## config.mk

```make
export PLATFORM = sky130hd
export DESIGN_NAME = if_fetch_queue
export DESIGN_NICKNAME = d
export VERILOG_FILES = /design/src/rtl/if_fetch_queue.sv
export SDC_FILE = /design/constraint.sdc
export NUM_CORES = 1
export LEC_CHECK = 0
export BUFFER_PORTS_ARGS = -buffer_cell sky130_fd_sc_hd__buf_2
export CELL_PAD_IN_SITES_DETAIL_PLACEMENT = 0
export CELL_PAD_IN_SITES_GLOBAL_PLACEMENT = 1
export CORE_UTILIZATION = 44
export CTS_BUF_LIST = sky130_fd_sc_hd__clkbuf_16
export DETAILED_ROUTE_END_ITERATION = 8
export GPL_TIMING_DRIVEN = 0
export PLACE_DENSITY_LB_ADDON = 0.1
export SLEW_MARGIN = 20
export SYNTH_ARGS = -nofsm -noshare
export SYNTH_HDL_FRONTEND = slang
export SYNTH_SLANG_ARGS = --single-unit
```

## constraint.sdc

```tcl
create_clock -name clk -period 3.3 [get_ports clk]
set_clock_uncertainty 0.15 [all_clocks]
set_input_delay 0.33 -clock clk [delete_from_list [all_inputs] [get_ports clk]]
set_output_delay 0.33 -clock clk [all_outputs]
set_load 0.05 [all_outputs]
```

## src/rtl/if_fetch_queue.sv

```systemverilog
// Fetch stage: in-order PC generator issuing to imem plus a DEPTH-entry {pc,inst} queue
// toward decode. Redirect reloads the PC, flushes the queue and drops in-flight responses.
module if_fetch_queue #(
  parameter int                ADDR_W   = 32,
  parameter int                INST_W   = 32,
  parameter int                DEPTH    = 4,
  parameter logic [ADDR_W-1:0] RESET_PC = 32'h1C000000
) (
  input  logic                       clk,
  input  logic                       reset,
  input  logic                       redirect_valid,
  input  logic [ADDR_W-1:0]          redirect_pc,
  output logic                       inst_req_valid,
  input  logic                       inst_req_ready,
  output logic [ADDR_W-1:0]          inst_req_addr,
  input  logic                       inst_resp_valid,
  input  logic [INST_W-1:0]          inst_resp_data,
  output logic                       out_valid,
  input  logic                       out_ready,
  output logic [ADDR_W+INST_W-1:0]   out_bus,
  output logic [$clog2(DEPTH+1)-1:0] fq_count
);

  localparam int                CNT_W = $clog2(DEPTH + 1);
  localparam int                PTR_W = $clog2(DEPTH);
  localparam int                ENT_W = ADDR_W + INST_W;
  localparam logic [ADDR_W-1:0] STEP  = ADDR_W'(INST_W / 8);

  logic [ADDR_W-1:0] pc_q;
  logic [ADDR_W-1:0] resp_pc_q;
  logic [CNT_W-1:0]  outstanding_q;
  logic [CNT_W-1:0]  drop_cnt_q;
  logic [CNT_W-1:0]  count_q;
  logic [PTR_W-1:0]  wr_ptr_q;
  logic [PTR_W-1:0]  rd_ptr_q;
  logic [ENT_W-1:0]  mem_q [DEPTH];

  logic [CNT_W:0] credit_used;
  logic           req_fire;
  logic           resp_drop;
  logic           push;
  logic           pop;

  // Queued entries plus in-flight requests never exceed DEPTH, so a push always has room.
  assign credit_used    = {1'b0, count_q} + {1'b0, outstanding_q};
  assign inst_req_valid = reset && !redirect_valid && (credit_used < (CNT_W+1)'(DEPTH));
  assign inst_req_addr  = pc_q;
  assign req_fire       = inst_req_valid && inst_req_ready;

  assign resp_drop = (drop_cnt_q != '0) || redirect_valid;
  assign push      = inst_resp_valid && !resp_drop;
  assign pop       = out_valid && out_ready && !redirect_valid;

  assign out_valid = (count_q != '0);
  assign out_bus   = out_valid ? mem_q[rd_ptr_q] : '0;
  assign fq_count  = count_q;

  always_ff @(posedge clk or negedge reset) begin
    if (!reset) begin
      pc_q          <= RESET_PC;
      resp_pc_q     <= RESET_PC;
      outstanding_q <= '0;
      drop_cnt_q    <= '0;
      count_q       <= '0;
      wr_ptr_q      <= '0;
      rd_ptr_q      <= '0;
    end else begin
      // Dropped requests keep holding credit until their response returns.
      outstanding_q <= outstanding_q + CNT_W'(req_fire) - CNT_W'(inst_resp_valid);
      if (redirect_valid) begin
        pc_q       <= redirect_pc;
        resp_pc_q  <= redirect_pc;
        count_q    <= '0;
        wr_ptr_q   <= '0;
        rd_ptr_q   <= '0;
        drop_cnt_q <= outstanding_q - CNT_W'(inst_resp_valid);
      end else begin
        if (req_fire)
          pc_q <= pc_q + STEP;
        if (inst_resp_valid && (drop_cnt_q != '0))
          drop_cnt_q <= drop_cnt_q - CNT_W'(1);
        if (push) begin
          resp_pc_q <= resp_pc_q + STEP;
          wr_ptr_q  <= wr_ptr_q + PTR_W'(1);
        end
        if (pop)
          rd_ptr_q <= rd_ptr_q + PTR_W'(1);
        count_q <= count_q + CNT_W'(push) - CNT_W'(pop);
      end
    end
  end

  always_ff @(posedge clk) begin
    if (push)
      mem_q[wr_ptr_q] <= {resp_pc_q, inst_resp_data};
  end

`ifndef SYNTHESIS
  resp_needs_credit: assert property (@(posedge clk) disable iff (!reset)
    inst_resp_valid |-> (outstanding_q != '0));
`endif

endmodule
```

==> Word-level counts from Yosys, hierarchy flattened <==
Memories as Yosys holds them, arrays and structs flattened.
Cells that the tools add are included.
{ "totals": {"register_bits": 77, "mem_bits_rw": 256, "word_cells": 50, "n_memories": 1} }
{ "mem_list": {"columns": ["memory", "words", "word_bits", "rd", "rd_clocked_by_memory_dff", "write_ports", "line_no", "source"], "rows": [
  ["mem_q", 4, 64, 1, 0, 1, "36", "logic [ENT_W-1:0] mem_q [DEPTH];"]
]} }
{ "classes": {"add_sub_neg": 11, "n_lt_le_gt_ge": 1, "n_mux": 14, "reduce_logical": 16} }
{ "ops": {"columns": ["cell", "count"], "rows": [
  ["32-bit 2-to-1 mux", 4],
  ["32-bit by 3-bit adder with 32-bit output, second input constant", 2],
  ["64-bit 2-to-1 mux", 1],
  ["3-bit 2-to-1 mux", 3],
  ["3-bit by 1-bit subtractor with 3-bit output", 3],
  ["2-bit 2-to-1 mux", 4],
  ["2-bit nonzero test", 4],
  ["1-bit logical AND", 7],
  ["3-bit by 1-bit adder with 3-bit output", 2],
  ["3-bit nonzero test", 2],
  ["2-bit by 1-bit adder with 2-bit output, second input constant", 2],
  ["3-bit by 3-bit adder with 4-bit output", 1],
  ["4-bit by 3-bit < comparator with 1-bit output, second input constant", 1],
  ["3-bit by 1-bit subtractor with 3-bit output, second input constant", 1],
  ["1-bit zero test", 2],
  ["1-bit 2-to-1 mux", 2],
  ["1-bit logical OR", 1]
]} }

==> Logic depth before layout (Yosys ltp) <==
Gate-level depths: netlist (run 1).
{ "logic_depth": {"word_depth": 7, "mapped_depth": 12, "depth_no_buf": 12} }

==> Worst setup path after synthesis (run 1) <==
Ideal clock, no wire load.
{ "synth_timing": {"kind": "register -> register", "start": "reg drop_cnt_q[0]", "end": "mem mem_q[0][0] in the netlist's numbering (enable)", "setup_ps": 429, "arrival_ps": 2690, "setup_slack_ps": 31, "stages_incl_launch_ff": 6, "path_buffers": 1, "synth_period_minus_slack_ps": 3269, "path_cell_list": "dfrtp_1 inv_1 ha_1 and3b_1 clkbuf_1 and3_1"} }
{ "synth_via": {"elab_chain_len": 6} }
{ "synth_rtl": {"columns": ["item", "line_no", "source"], "rows": [
  ["from (decl)", "32", "logic [CNT_W-1:0] drop_cnt_q;"],
  ["from (signal assigned)", "76", "drop_cnt_q <= outstanding_q - CNT_W'(inst_resp_valid);"],
  ["from (signal assigned)", "81", "drop_cnt_q <= drop_cnt_q - CNT_W'(1);"],
  ["3-bit nonzero test", "50", "assign resp_drop = (drop_cnt_q != '0) || redirect_valid;"],
  ["1-bit logical OR", "50", null],
  ["1-bit zero test", "51", "assign push = inst_resp_valid && !resp_drop;"],
  ["1-bit logical AND", "51", null],
  ["1-bit 2-to-1 mux", "94", "if (push)"],
  ["1-bit 2-to-1 mux (not written as such)", "95", "mem_q[wr_ptr_q] <= {resp_pc_q, inst_resp_data};"],
  ["to (decl)", "36", null]
]} }
Every way passes these cells.

==> Worst setup path after layout (run 1) <==
{ "layout_timing": {"start": "reg rd_ptr_q[0]", "end": "out out_bus[36]"} }
{ "layout_via": {"elab_chain_len": 2} }
{ "layout_rtl": {"columns": ["item", "line_no", "source"], "rows": [
  ["from (decl)", "35", "logic [PTR_W-1:0] rd_ptr_q;"],
  ["from (signal assigned)", "87", "rd_ptr_q <= rd_ptr_q + PTR_W'(1);"],
  ["memory 4 x 64 bit", null, null],
  ["64-bit 2-to-1 mux", "55", "assign out_bus = out_valid ? mem_q[rd_ptr_q] : '0;"],
  ["to (decl)", "20", "output logic [ADDR_W+INST_W-1:0] out_bus,"]
]} }
Every way passes these cells.

==> summary.md, run 1 <==
| Metric | Value |
|---|---|
| Status | finished clean |
| Leakage dissipation | 6.31 nW |
| Synth Warn # | 0 |
| Storage cell area | 0.00962 sq mm |
| Max-slew violation count | 0 |
| Share of cells above drive strength 1 | 0.280 |
| Worst-path clk slew | 0.06 ns |
| VDD IR max | 0.000451 V |
| Slew @ Worst Pin | 0.885 ns |
| Placed Cells | 1448 |
| Die width | 180 um |
| Mapped Cells | 877 |
| Sink Count | 333 |
| Max Fclk | 0.322 GHz |
| Final ANT Viol Nets | 0 |
| Slew margin rel. | 0.405 |
| DR DRC count | 0 |
| CP Data Arrival Time | 2.63 ns |
| IO Count | 171 |
| Async set-reset flop share out of synthesis | 0.231 |
| Tot GR Track Use | 0.205 |
| Max Root-Sink Buffers | 3 |
| Worst hold margin | 0.0247 ns |
| Multi-input logic area | 0.00412 sq mm |
| CP Max Fanout | 10 |
| Setup bufs post-CTS | 0 |
| # fillers | 2557 |
| Vias post-DR | 8460 |
| Row count | 64 |
| Seq/Total Area, Yosys | 0.688 |
| Syn nets | 965 |
| First-pass GRT wire length | 50800 um |
| Part of the cycle the worst path needs | 0.941 |
| Core area | 0.0309 sq mm |
| Grt ovf | 0 |
| Antenna diodes | 0 |
| #FFs+latches synth | 333 |
| DIE AREA | 0.0325 sq mm |
| Detailed router's first-iteration violation count | 451 |
| Crit path time final | 3.11 ns |
| Die Y | 180 um |
| Main synth FF type | edfxtp_1 |
| Pwr Density | 751 mW/mm^2 |
| Initial antenna violation count | 0 |
| Total of max-cap violations | 0 |
| Distinct cells, synth | 46 |
| P&R area growth vs syn | 23.4% |
| Finished Layout Cells | 1572 |
| RSZ-0062 raised after global routing | false |
| Critical setup path kind | flip-flop to output port |
| Buffers on Ports | 170 |
| H-tree depth | 2 |
| Vias/cell | 5.38 |
| TritonCTS Buffers | 36 |
| Initial DRT Pass Iterations | 5 |
| Drt wl/cell | 20.6 um |
| DRT Wirelength | 32400 um |
| Worst hold path class | input port to flip-flop |
| Starting Density | 0.452 |
| Vias in the first global route | 8632 |
| WP data required | 2.82 ns |
| Worst-skew pair later-pin latency | 0.52 ns |
| DP Wirelength | 21600 um |
| Crit path launch type | flip-flop |
| Nets | 1236 |
| Synth Area per Inst | 15.9 sq um |
| Clock root buffer | clkbuf_16 |
| Largest net degree at the start of global routing | 46 |
| EDFF count, synth | 256 |
| Routability congestion estimate | 0.875 |
| CP endpoint kind | output port |
| Mapped cell area | 0.0140 sq mm |
| CTS tree | built |
| Final hold vios | 0 |
| Final setup vio count | 0 |
## sequential cells by signal, indices dropped and copies added (netlist names)
register and flops:
drop_cnt_q 3, fq_count 3, inst_req_addr 32, mem_q 256, outstanding_q 3, rd_ptr_q 2, resp_pc_q 32, wr_ptr_q 2
## power by group
part	switching [mW]	leakage [nW]	internal, mW
Clock	1.58	0.589	2.27
Sequential	0.240	3.23	4.79
Combinational	2.76	2.49	1.32
## per-stage QoR
step	total power [mW]	util	setup slack [ns]	area (sq um)	TNS (ns)
after floorplan	8.09	-	0.0308	14000	0
after global placement	9.16	0.496	-1.55	15300	-415.41
after detailed placement	9.19	0.501	-0.379	15500	-2.50
after CTS	13.1	0.558	0.00959	17200	0
after global routing	13.6	0.558	0.000516	17300	0
final	13.0	0.558	0.195	17300	0
## cell families (layout without fill, tap and decap cells)
group	count (synthesis)	count (layout)	synth area share
xor+xnor	47	47	0.0294
mux	80	80	0.116
flops	333	333	0.688
simple gates	256	256	0.0984
fa+ha+maj	18	18	0.0172
compound gates	72	72	0.0318
buf+inv	71	370	0.0191
## cell usage after synthesis (7+ instances only)
cell type  count  area, sq um
a31oi_1        7         43.8
nand4_1       19          119
and2_1        66          413
dfrtp_1       71         1780
nand2_1       57          214
xor2_1        16          140
o21ai_0       25          125
and3_1         9         56.3
o21ai_1        9         45.0
mux2_2        16          180
nor4_1        16          100
nand3_1       29          145
ha_1          16          200
clkbuf_1      33          124
xnor2_1       31          272
o211ai_1       8         60.1
inv_1         26         97.6
edfxtp_1     256         7690
nor3_1         9         45.0
buf_1          9         33.8
mux4_2        64         1440
nor2_1        28          105
## final timing paths
path                                  startpoint                to  slack [ns]  depth (start not counted)
worst max-delay path                 rd_ptr_q[0]       out_bus[36]        0.19                          5
worst min-delay path                   out_ready       rd_ptr_q[1]        0.02                          4
worst max register to register       fq_count[2]  outstanding_q[2]        0.32                          9
worst min register to register  inst_req_addr[1]  inst_req_addr[1]        0.37                          2
max in group asynchronous                  reset     resp_pc_q[28]        2.15                          3
min in group asynchronous                  reset  inst_req_addr[4]        0.17                          2
## routing by layer
metal  wire length, um  global-route usage
met4               503              0.0485
met3              1490              0.0307
met5                 0                   0
met2             15500               0.338
met1             14800               0.288
## layout make-up
cell class | instances | share of cell area
Clock inverter | 29 | 0.0121
Buffer | 39 | 0.0102
Tap cell | 396 | 0.0287
Inverter | 28 | 0.00609
Timing Repair Buffer | 237 | 0.0929
Multi-Input combinational cell | 473 | 0.239
Clock buffer | 37 | 0.0536
Sequential cell | 333 | 0.557
## cell usage in the layout, fill, tap and decap left out, types with 3 or more instances in the layout
master | Yosys | layout
nand2_1 | 57 | 57
nand4_1 | 19 | 19
dlygate4sd3_1 | 0 | 62
buf_1 | 9 | 3
nand3_1 | 29 | 29
dfstp_2 | 6 | 6
and3_1 | 9 | 5
mux4_2 | 64 | 64
clkbuf_1 | 33 | 28
a21oi_1 | 6 | 6
xor2_1 | 16 | 16
a31oi_1 | 7 | 7
nor2_1 | 28 | 28
and4_1 | 4 | 3
bufinv_16 | 0 | 3
o311ai_0 | 3 | 3
ha_1 | 16 | 16
edfxtp_1 | 256 | 256
clkinv_2 | 0 | 5
nor3_1 | 9 | 9
clkbuf_16 | 0 | 37
and3_4 | 0 | 4
o21ai_1 | 9 | 9
nor4_1 | 16 | 15
o311ai_1 | 3 | 3
buf_2 | 1 | 170
xnor2_1 | 31 | 31
or3_1 | 4 | 3
buf_4 | 0 | 3
buf_16 | 0 | 4
mux2_2 | 16 | 16
dfrtp_1 | 71 | 71
and2_1 | 66 | 66
inv_1 | 26 | 34
o21ai_0 | 25 | 25
clkinv_1 | 0 | 10
or4_1 | 5 | 5
o211ai_1 | 8 | 8
## timing repair
item                       4_1_cts  5_1_grt
hold endpoints to repair       213        0
gates resized for setup         22        5
hold buffers                    62        0
setup endpoints to repair       48       26
## critical path, stage by stage, from the launching register on
cell and delay, ns:
dfrtp_1 0.38, clkdlybuf4s18_2 0.44, clkbuf_4 0.37, mux4_2 0.55, and2_1 0.17, buf_2 0.20
Note: power is estimated with default switching activity, not from simulation.
==> inputs of run 2 (changes only) <==
--- a/config.mk
+++ b/config.mk
@@ -8,7 +8,7 @@
 export BUFFER_PORTS_ARGS = -buffer_cell sky130_fd_sc_hd__buf_2
 export CELL_PAD_IN_SITES_DETAIL_PLACEMENT = 0
 export CELL_PAD_IN_SITES_GLOBAL_PLACEMENT = 1
-export CORE_UTILIZATION = 44
+export CORE_UTILIZATION = 40
 export CTS_BUF_LIST = sky130_fd_sc_hd__clkbuf_16
 export DETAILED_ROUTE_END_ITERATION = 8
 export GPL_TIMING_DRIVEN = 0
==> run 2 against run 1 <==
  * Critical path depth unchanged
  * Non-clock buffer count unchanged
  * Sequential cell count unchanged
  * Combinational power about the same
  * Register-to-register slack worse by 0.10 ns
  * Routed wire length up 4.0%
  * Worst hold slack worse by 0.013 ns
  * Critical path type unchanged
  * Critical endpoint is now out_bus[46]
  * Largest power group unchanged
==> summary.md, run 2 (synthesized netlist as in run 1, its figures left out) <==
| Metric | Value |
|---|---|
| Row count | 68 (+6.3%) |
| Most common cell after layout, fill and taps aside | edfxtp_1 |
| Final setup vio count | 0 (unchanged) |
| Clock root buffer | clkbuf_16 |
| Nets | 1238 (+0.16%) |
| Worst-path clk slew | 0.06 ns (about the same) |
| RSZ-0062 raised after global routing | false |
| Vias/cell | 5.16 (-4.1%) |
| Sink Count | 333 (unchanged) |
| Final ANT Viol Nets | 0 (unchanged) |
| Core area | 0.0345 sq mm (+11%) |
| GR Util met3 | 0.0310 (+0.000235) |
| Max Root-Sink Buffers | 3 (unchanged) |
| Die width | 189 um (+4.8%) |
| VDD IR max | 0.000443 V (-1.7%) |
| Slew @ Worst Pin | 0.881 ns (-0.00366 ns) |
| Max-slew violation count | 0 (unchanged) |
| Slew margin rel. | 0.413 (+0.00735) |
| Crit path cell chain | clkdlybuf4s15_2, buf_4, mux4_2, and2_1, buf_2 |
| Max reg flops | 256 (unchanged) |
| Highest-delay cell along the critical path | mux4_2 |
| CP Data Arrival Time | 2.65 ns (+0.02 ns) |
| Crit path largest cell delay | 0.52 ns (-0.03 ns) |
| Antenna diodes | 0 (unchanged) |
| Detailed router's first-iteration violation count | 439 (-2.7%) |
| Placed Cells | 1508 (+4.1%) |
| Tot GR Track Use | 0.192 (-0.0131) |
| Status | finished clean |
| TritonCTS Buffers | 38 (+5.6%) |
| Vias post-DR | 8430 (-0.35%) |
| Post-layout util | 0.504 (-0.0543) |
| Total power | 13.1 mW (+1.4%) |
| Largest net degree at the start of global routing | 48 (+4.3%) |
| Worst hold path class | input port to flip-flop |
| Met2 usage | 0.310 (-0.0273) |
| Initial DRT Pass Iterations | 5 (unchanged) |
| Most Used Layer, Global Route | met2 |
| Grt ovf | 0 (unchanged) |
| Clock Power Share | 0.304 (+0.007) |
| Psw | 4.68 mW (+2.1%) |
| Part of the cycle the worst path needs | 0.949 (+0.00758) |
| Crit path time final | 3.13 ns (+0.0250 ns) |
| Final setup margin | 0.170 ns (-0.0250 ns) |
| Reg power frac | 0.383 (-0.005) |
| CP endpoint kind | output port |
| Share of cells above drive strength 1 | 0.288 (+0.00862) |
| IO Count | 171 (unchanged) |
| Worst-skew pair later-pin latency | 0.52 ns (about the same) |
| Max Fclk | 0.319 GHz (-0.80%) |
| Most flop-heavy register | mem_q |
| Crit path launch type | flip-flop |
| GRT met1 Usage | 0.272 (-0.0158) |
| DR DRC count | 0 (unchanged) |
| Pwr Density | 756 mW/mm^2 (+0.72%) |
| Buffers on Ports | 170 (unchanged) |
| R2R setup slack | 0.22 ns (-0.10 ns) |
| Finished Layout Cells | 1634 (+3.9%) |
| DIE AREA | 0.0357 sq mm (+9.9%) |
| Die Y | 189 um (+4.8%) |
| Leakage dissipation | 6.34 nW (+0.46%) |
| Vias in the first global route | 8539 (-1.1%) |
| Dpl ws | -0.547 ns (-0.168 ns) |
| Initial antenna violation count | 0 (unchanged) |
| Fin Setup TNS | 0 ns (unchanged) |
| Final hold vios | 0 (unchanged) |
| Routability congestion estimate | 0.810 (-7.5%) |
| Comb power frac | 0.313 (-0.002) |
| Net Sw Frac | 0.356 (+0.00270) |
| WP data required | 2.82 ns (about the same) |
| Int Power | 8.46 mW (+0.93%) |
| Total of max-cap violations | 0 (unchanged) |
| Starting Density | 0.406 (-0.0466) |
| DP Wirelength | 22200 um (+2.8%) |
| First-pass GRT wire length | 51700 um (+1.8%) |
| Drt wl/cell | 20.6 um (about the same) |
| Most frequent cells in the layout | 256 x edfxtp_1, 172 x buf_2, 71 x dfrtp_1 |
| P&R area growth vs syn | 24.2% |
| CTS tree | built |
| DRT Wirelength | 33700 um (+4.0%) |
| Critical setup path kind | flip-flop to output port |
| H-tree depth | 2 (unchanged) |
| CP Max Fanout | 10 (unchanged) |
==> run 2: stage by stage <==
stage               instance area (sq um)  hold WS [ns]
floorplan                           14000        -0.116
finish                              17400        0.0119
CTS                                 17400       0.00108
global route                        17400        0.0195
detailed placement                  15600         0.264
global placement                    15400         0.351
==> run 2: layout make-up <==
| class | count | area (sq um) |
|---|---|---|
| tap | 455 | 569 |
| clock inverter | 31 | 240 |
| buffer | 41 | 193 |
| timing repair buffer | 235 | 1570 |
| clock buffer | 38 | 951 |
| sequential | 333 | 9620 |
| inverter | 28 | 105 |
| multi-input combinational | 473 | 4120 |
| fill | 3008 | 17100 |
==> run 2: power groups by stage <==
| stage | Sequential, mW | Clock, mW | Combinational [mW] |
|---|---|---|---|
| after detailed placement | 5.11 | 0 | 4.11 |
| after global placement | 5.12 | 0 | 4.07 |
| after global routing | 5.06 | 4.24 | 4.41 |
| after floorplan | 5.26 | 0 | 2.84 |
| after CTS | 5.02 | 4.10 | 4.20 |
| final | 5.03 | 3.99 | 4.11 |
==> run 2: worst max-delay path: cells and delay by family, from the launching register on <==
kind / cells / cell delay, ns
AND/OR/NAND/NOR: 1 / 0.21
flip-flops: 1 / 0.38
multiplexers: 1 / 0.52
buffers and inverters: 3 / 1.01
==> run 2: path summary, 6_finish.rpt <==
check                                    to  cells past startpoint              from
setup / recovery                out_bus[46]                      5       rd_ptr_q[0]
setup reg to reg                fq_count[2]                     11       fq_count[1]
min in group asynchronous  inst_req_addr[6]                      2             reset
hold reg to reg            inst_req_addr[0]                      2  inst_req_addr[0]
max in group asynchronous     resp_pc_q[27]                      3             reset
hold / removal                resp_pc_q[18]                      3   redirect_pc[18]
==> run 2: repair_timing <==
action,in CTS,in global routing
hold buffers,59,0
pin swaps,0,0
endpoints found under the hold margin,220,0
setup buffers,0,0
setup endpoints to repair,62,5
gates resized for setup,27,2
==> run 2: metal layers <==
metal	vias to the layer above	wire length, um
li1	3924	-
met1	4235	15700
met2	231	15900
met3	40	1570
met4	0	485
met5	-	0
==> inputs of run 3 (changes only) <==
--- a/config.mk
+++ b/config.mk
@@ -6,8 +6,7 @@
 export NUM_CORES = 1
 export LEC_CHECK = 0
 export BUFFER_PORTS_ARGS = -buffer_cell sky130_fd_sc_hd__buf_2
-export CELL_PAD_IN_SITES_DETAIL_PLACEMENT = 0
-export CELL_PAD_IN_SITES_GLOBAL_PLACEMENT = 1
+export CORE_ASPECT_RATIO = 2
 export CORE_UTILIZATION = 40
 export CTS_BUF_LIST = sky130_fd_sc_hd__clkbuf_16
 export DETAILED_ROUTE_END_ITERATION = 8
==> run 3 against run 2 <==
  * Die area rose by 0.13%
  * Sequential cell count is the same
  * Final cell count shrank 1.0%
  * Critical endpoint is now out_bus[54]
  * Total power down 4.3%
  * Via count grew 0.59%
  * Critical path type unchanged
==> summary.md, run 3 (synthesized netlist as in run 1, its figures left out) <==
| Metric | Value |
|---|---|
| Status | finished clean |
| Most common cell after layout, fill and taps aside | edfxtp_1 |
| DP Wirelength | 23600 um (+6.0%) |
| RR Startpoint | fq_count[2] |
| IO Count | 171 (unchanged) |
| Final setup vio count | 0 (unchanged) |
| Most flop-heavy register | mem_q |
| Largest net degree at the start of global routing | 62 (+29%) |
| Final hold vios | 0 (unchanged) |
| Grt ovf | 0 (unchanged) |
| Clock root buffer | clkbuf_16 |
| Die Y | 266 um (+41%) |
| DRT Wirelength | 34400 um (+2.2%) |
| Vias post-DR | 8480 (+0.59%) |
| Worst-skew pair later-pin latency | 0.56 ns (+0.04 ns) |
| Max-slew violation count | 0 (unchanged) |
| Starting Density | 0.407 (+0.00124) |
| Worst-path clk slew | 0.07 ns (about the same) |
| Row count | 96 (+41%) |
| Max reg flops | 256 (unchanged) |
| Slew @ Worst Pin | 0.899 ns (+0.0175 ns) |
| Max Root-Sink Buffers | 3 (unchanged) |
| VDD IR max | 0.000511 V (+15%) |
| # fillers | 3083 (+2.5%) |
| Crit path time final | 3.14 ns (+0.00638 ns) |
| Share of cells above drive strength 1 | 0.279 (-0.00947) |
| Critical setup path kind | flip-flop to output port |
| Most frequent cells in the layout | 256 x edfxtp_1, 172 x buf_2, 71 x dfrtp_1 |
| HP Start | redirect_valid |
| Routability congestion estimate | 0.943 (+17%) |
| Wl on met1 | 12500 um (-21%) |
| Vias/cell | 5.24 (+1.7%) |
| Antenna diodes | 0 (unchanged) |
| Nets | 1240 (+0.16%) |
| Buffers on Ports | 170 (unchanged) |
| Dpl ws | -0.688 ns (-0.140 ns) |
| Highest routed metal layer | met4 |
| Tot GR Track Use | 0.198 (+0.00651) |
| Metal2 WL | 19500 um (+23%) |
| CP Max Fanout | 10 (unchanged) |
| TritonCTS Buffers | 30 (-21%) |
| Post-layout util | 0.502 (-0.00199) |
| Drt wl/cell | 21.3 um (+3.2%) |
| Final setup margin | 0.163 ns (-0.00638 ns) |
| Part of the cycle the worst path needs | 0.951 (+0.00193) |
| Core area | 0.0344 sq mm (-0.31%) |
| Detailed router's first-iteration violation count | 497 (+13%) |
| Worst Setup SP | rd_ptr_q[0] |
| First-pass GRT wire length | 52200 um (+1.0%) |
| R2R setup slack | 0.26 ns (+0.04 ns) |
| Final ANT Viol Nets | 0 (unchanged) |
| Max Fclk | 0.319 GHz (-0.20%) |
| Total of max-cap violations | 0 (unchanged) |
| DIE AREA | 0.0358 sq mm (+0.13%) |
| Sink Count | 333 (unchanged) |
| Vias in the first global route | 8983 (+5.2%) |
| Initial DRT Pass Iterations | 5 (unchanged) |
| P&R area growth vs syn | 23.3% |
| Slew margin rel. | 0.401 (-0.0117) |
| Die width | 134 um (-29%) |
| H-tree depth | 1 (-1) |
| Initial antenna violation count | 0 (unchanged) |
| Crit path launch type | flip-flop |
| CP Data Arrival Time | 2.66 ns (about the same) |
| CP endpoint kind | output port |
| Pwr Density | 728 mW/mm^2 (-3.7%) |
| WP data required | 2.82 ns (about the same) |
| Met3 wirelength from detailed routing | 1260 um (-20%) |
| Worst hold path class | input port to flip-flop |
| Post-route cell area | 0.0172 sq mm (-0.70%) |
| RSZ-0062 raised after global routing | false |
| DR DRC count | 0 (unchanged) |
| Leakage dissipation | 6.28 nW (-0.83%) |
| Post-DP Area | 0.0156 sq mm (about the same) |
| CTS tree | built |
[run 3: cell count changes in the layout (fill, tap and decap cells not counted), sizes merged]
cell           change
buf                +2
clkdlybuf4s18      +1
dlygate4sd3        +9
clkdlybuf4s15      -2
clkinvlp           -1
clkbuf             -7
clkinv             -4
inv                -1
[run 3: metal layers]
metal,vias up,GRT usage
met5,-,0
met4,0,0.0814
met3,57,0.0226
met2,232,0.386
met1,4286,0.213
li1,3905,-
[run 3: where the power goes]
group / leakage [nW] / switching (mW) / total, mW / internal, mW
Clock: 0.499 / 1.50 / 3.42 / 1.92
Sequential: 3.23 / 0.237 / 5.02 / 4.79
Combinational: 2.56 / 2.79 / 4.12 / 1.33
Total: 6.28 / 4.52 / 12.6 / 8.04
[run 3: layout make-up]
| type | instances | area, sq um | share of cell area |
|---|---|---|---|
| Sequential cell | 333 | 9620 | 0.558 |
| Multi-Input combinational cell | 473 | 4120 | 0.239 |
| Timing Repair Buffer | 245 | 1700 | 0.0986 |
| Clock buffer | 31 | 776 | 0.0450 |
| Tap cell | 441 | 552 | 0.0320 |
| Clock inverter | 25 | 186 | 0.0108 |
| Buffer | 41 | 185 | 0.0107 |
| Inverter | 28 | 105 | 0.00609 |
[run 3: final timing paths]
path                                endpoint  depth (start not counted)
setup reg to reg            outstanding_q[2]                          9
hold reg to reg                 mem_q[1][32]                          0
min in group asynchronous  inst_req_addr[27]                          3
hold / removal                 resp_pc_q[31]                          3
setup / recovery                 out_bus[54]                          5
max in group asynchronous       resp_pc_q[0]                          3
[run 3: metrics by stage]
step	hold slack, ns	setup TNS [ns]	power (mW)	instances
after floorplan	-0.116	0	8.09	877
after global placement	0.347	-479.85	9.21	1488
after detailed placement	0.0108	-3.16	9.23	1494
after CTS	0.0636	0	12.8	1617
after global routing	0.0806	0	13.1	1617
final	0.0893	0	12.6	1617
[run 3: worst max-delay path: stages (launching register included)]
cell	delay, ns
dfrtp_1	0.37
clkdlybuf4s18_2	0.44
buf_4	0.32
mux4_2	0.54
and2_1	0.20
buf_2	0.22
[run 3: what timing repair did]
action | in CTS | in global routing
endpoints found under the setup margin | 59 | 2
hold endpoints to repair | 264 | 0
buffers inserted | 0 | 0
pin swaps | 0 | 0
gates resized for setup | 30 | 1
hold buffers | 69 | 0
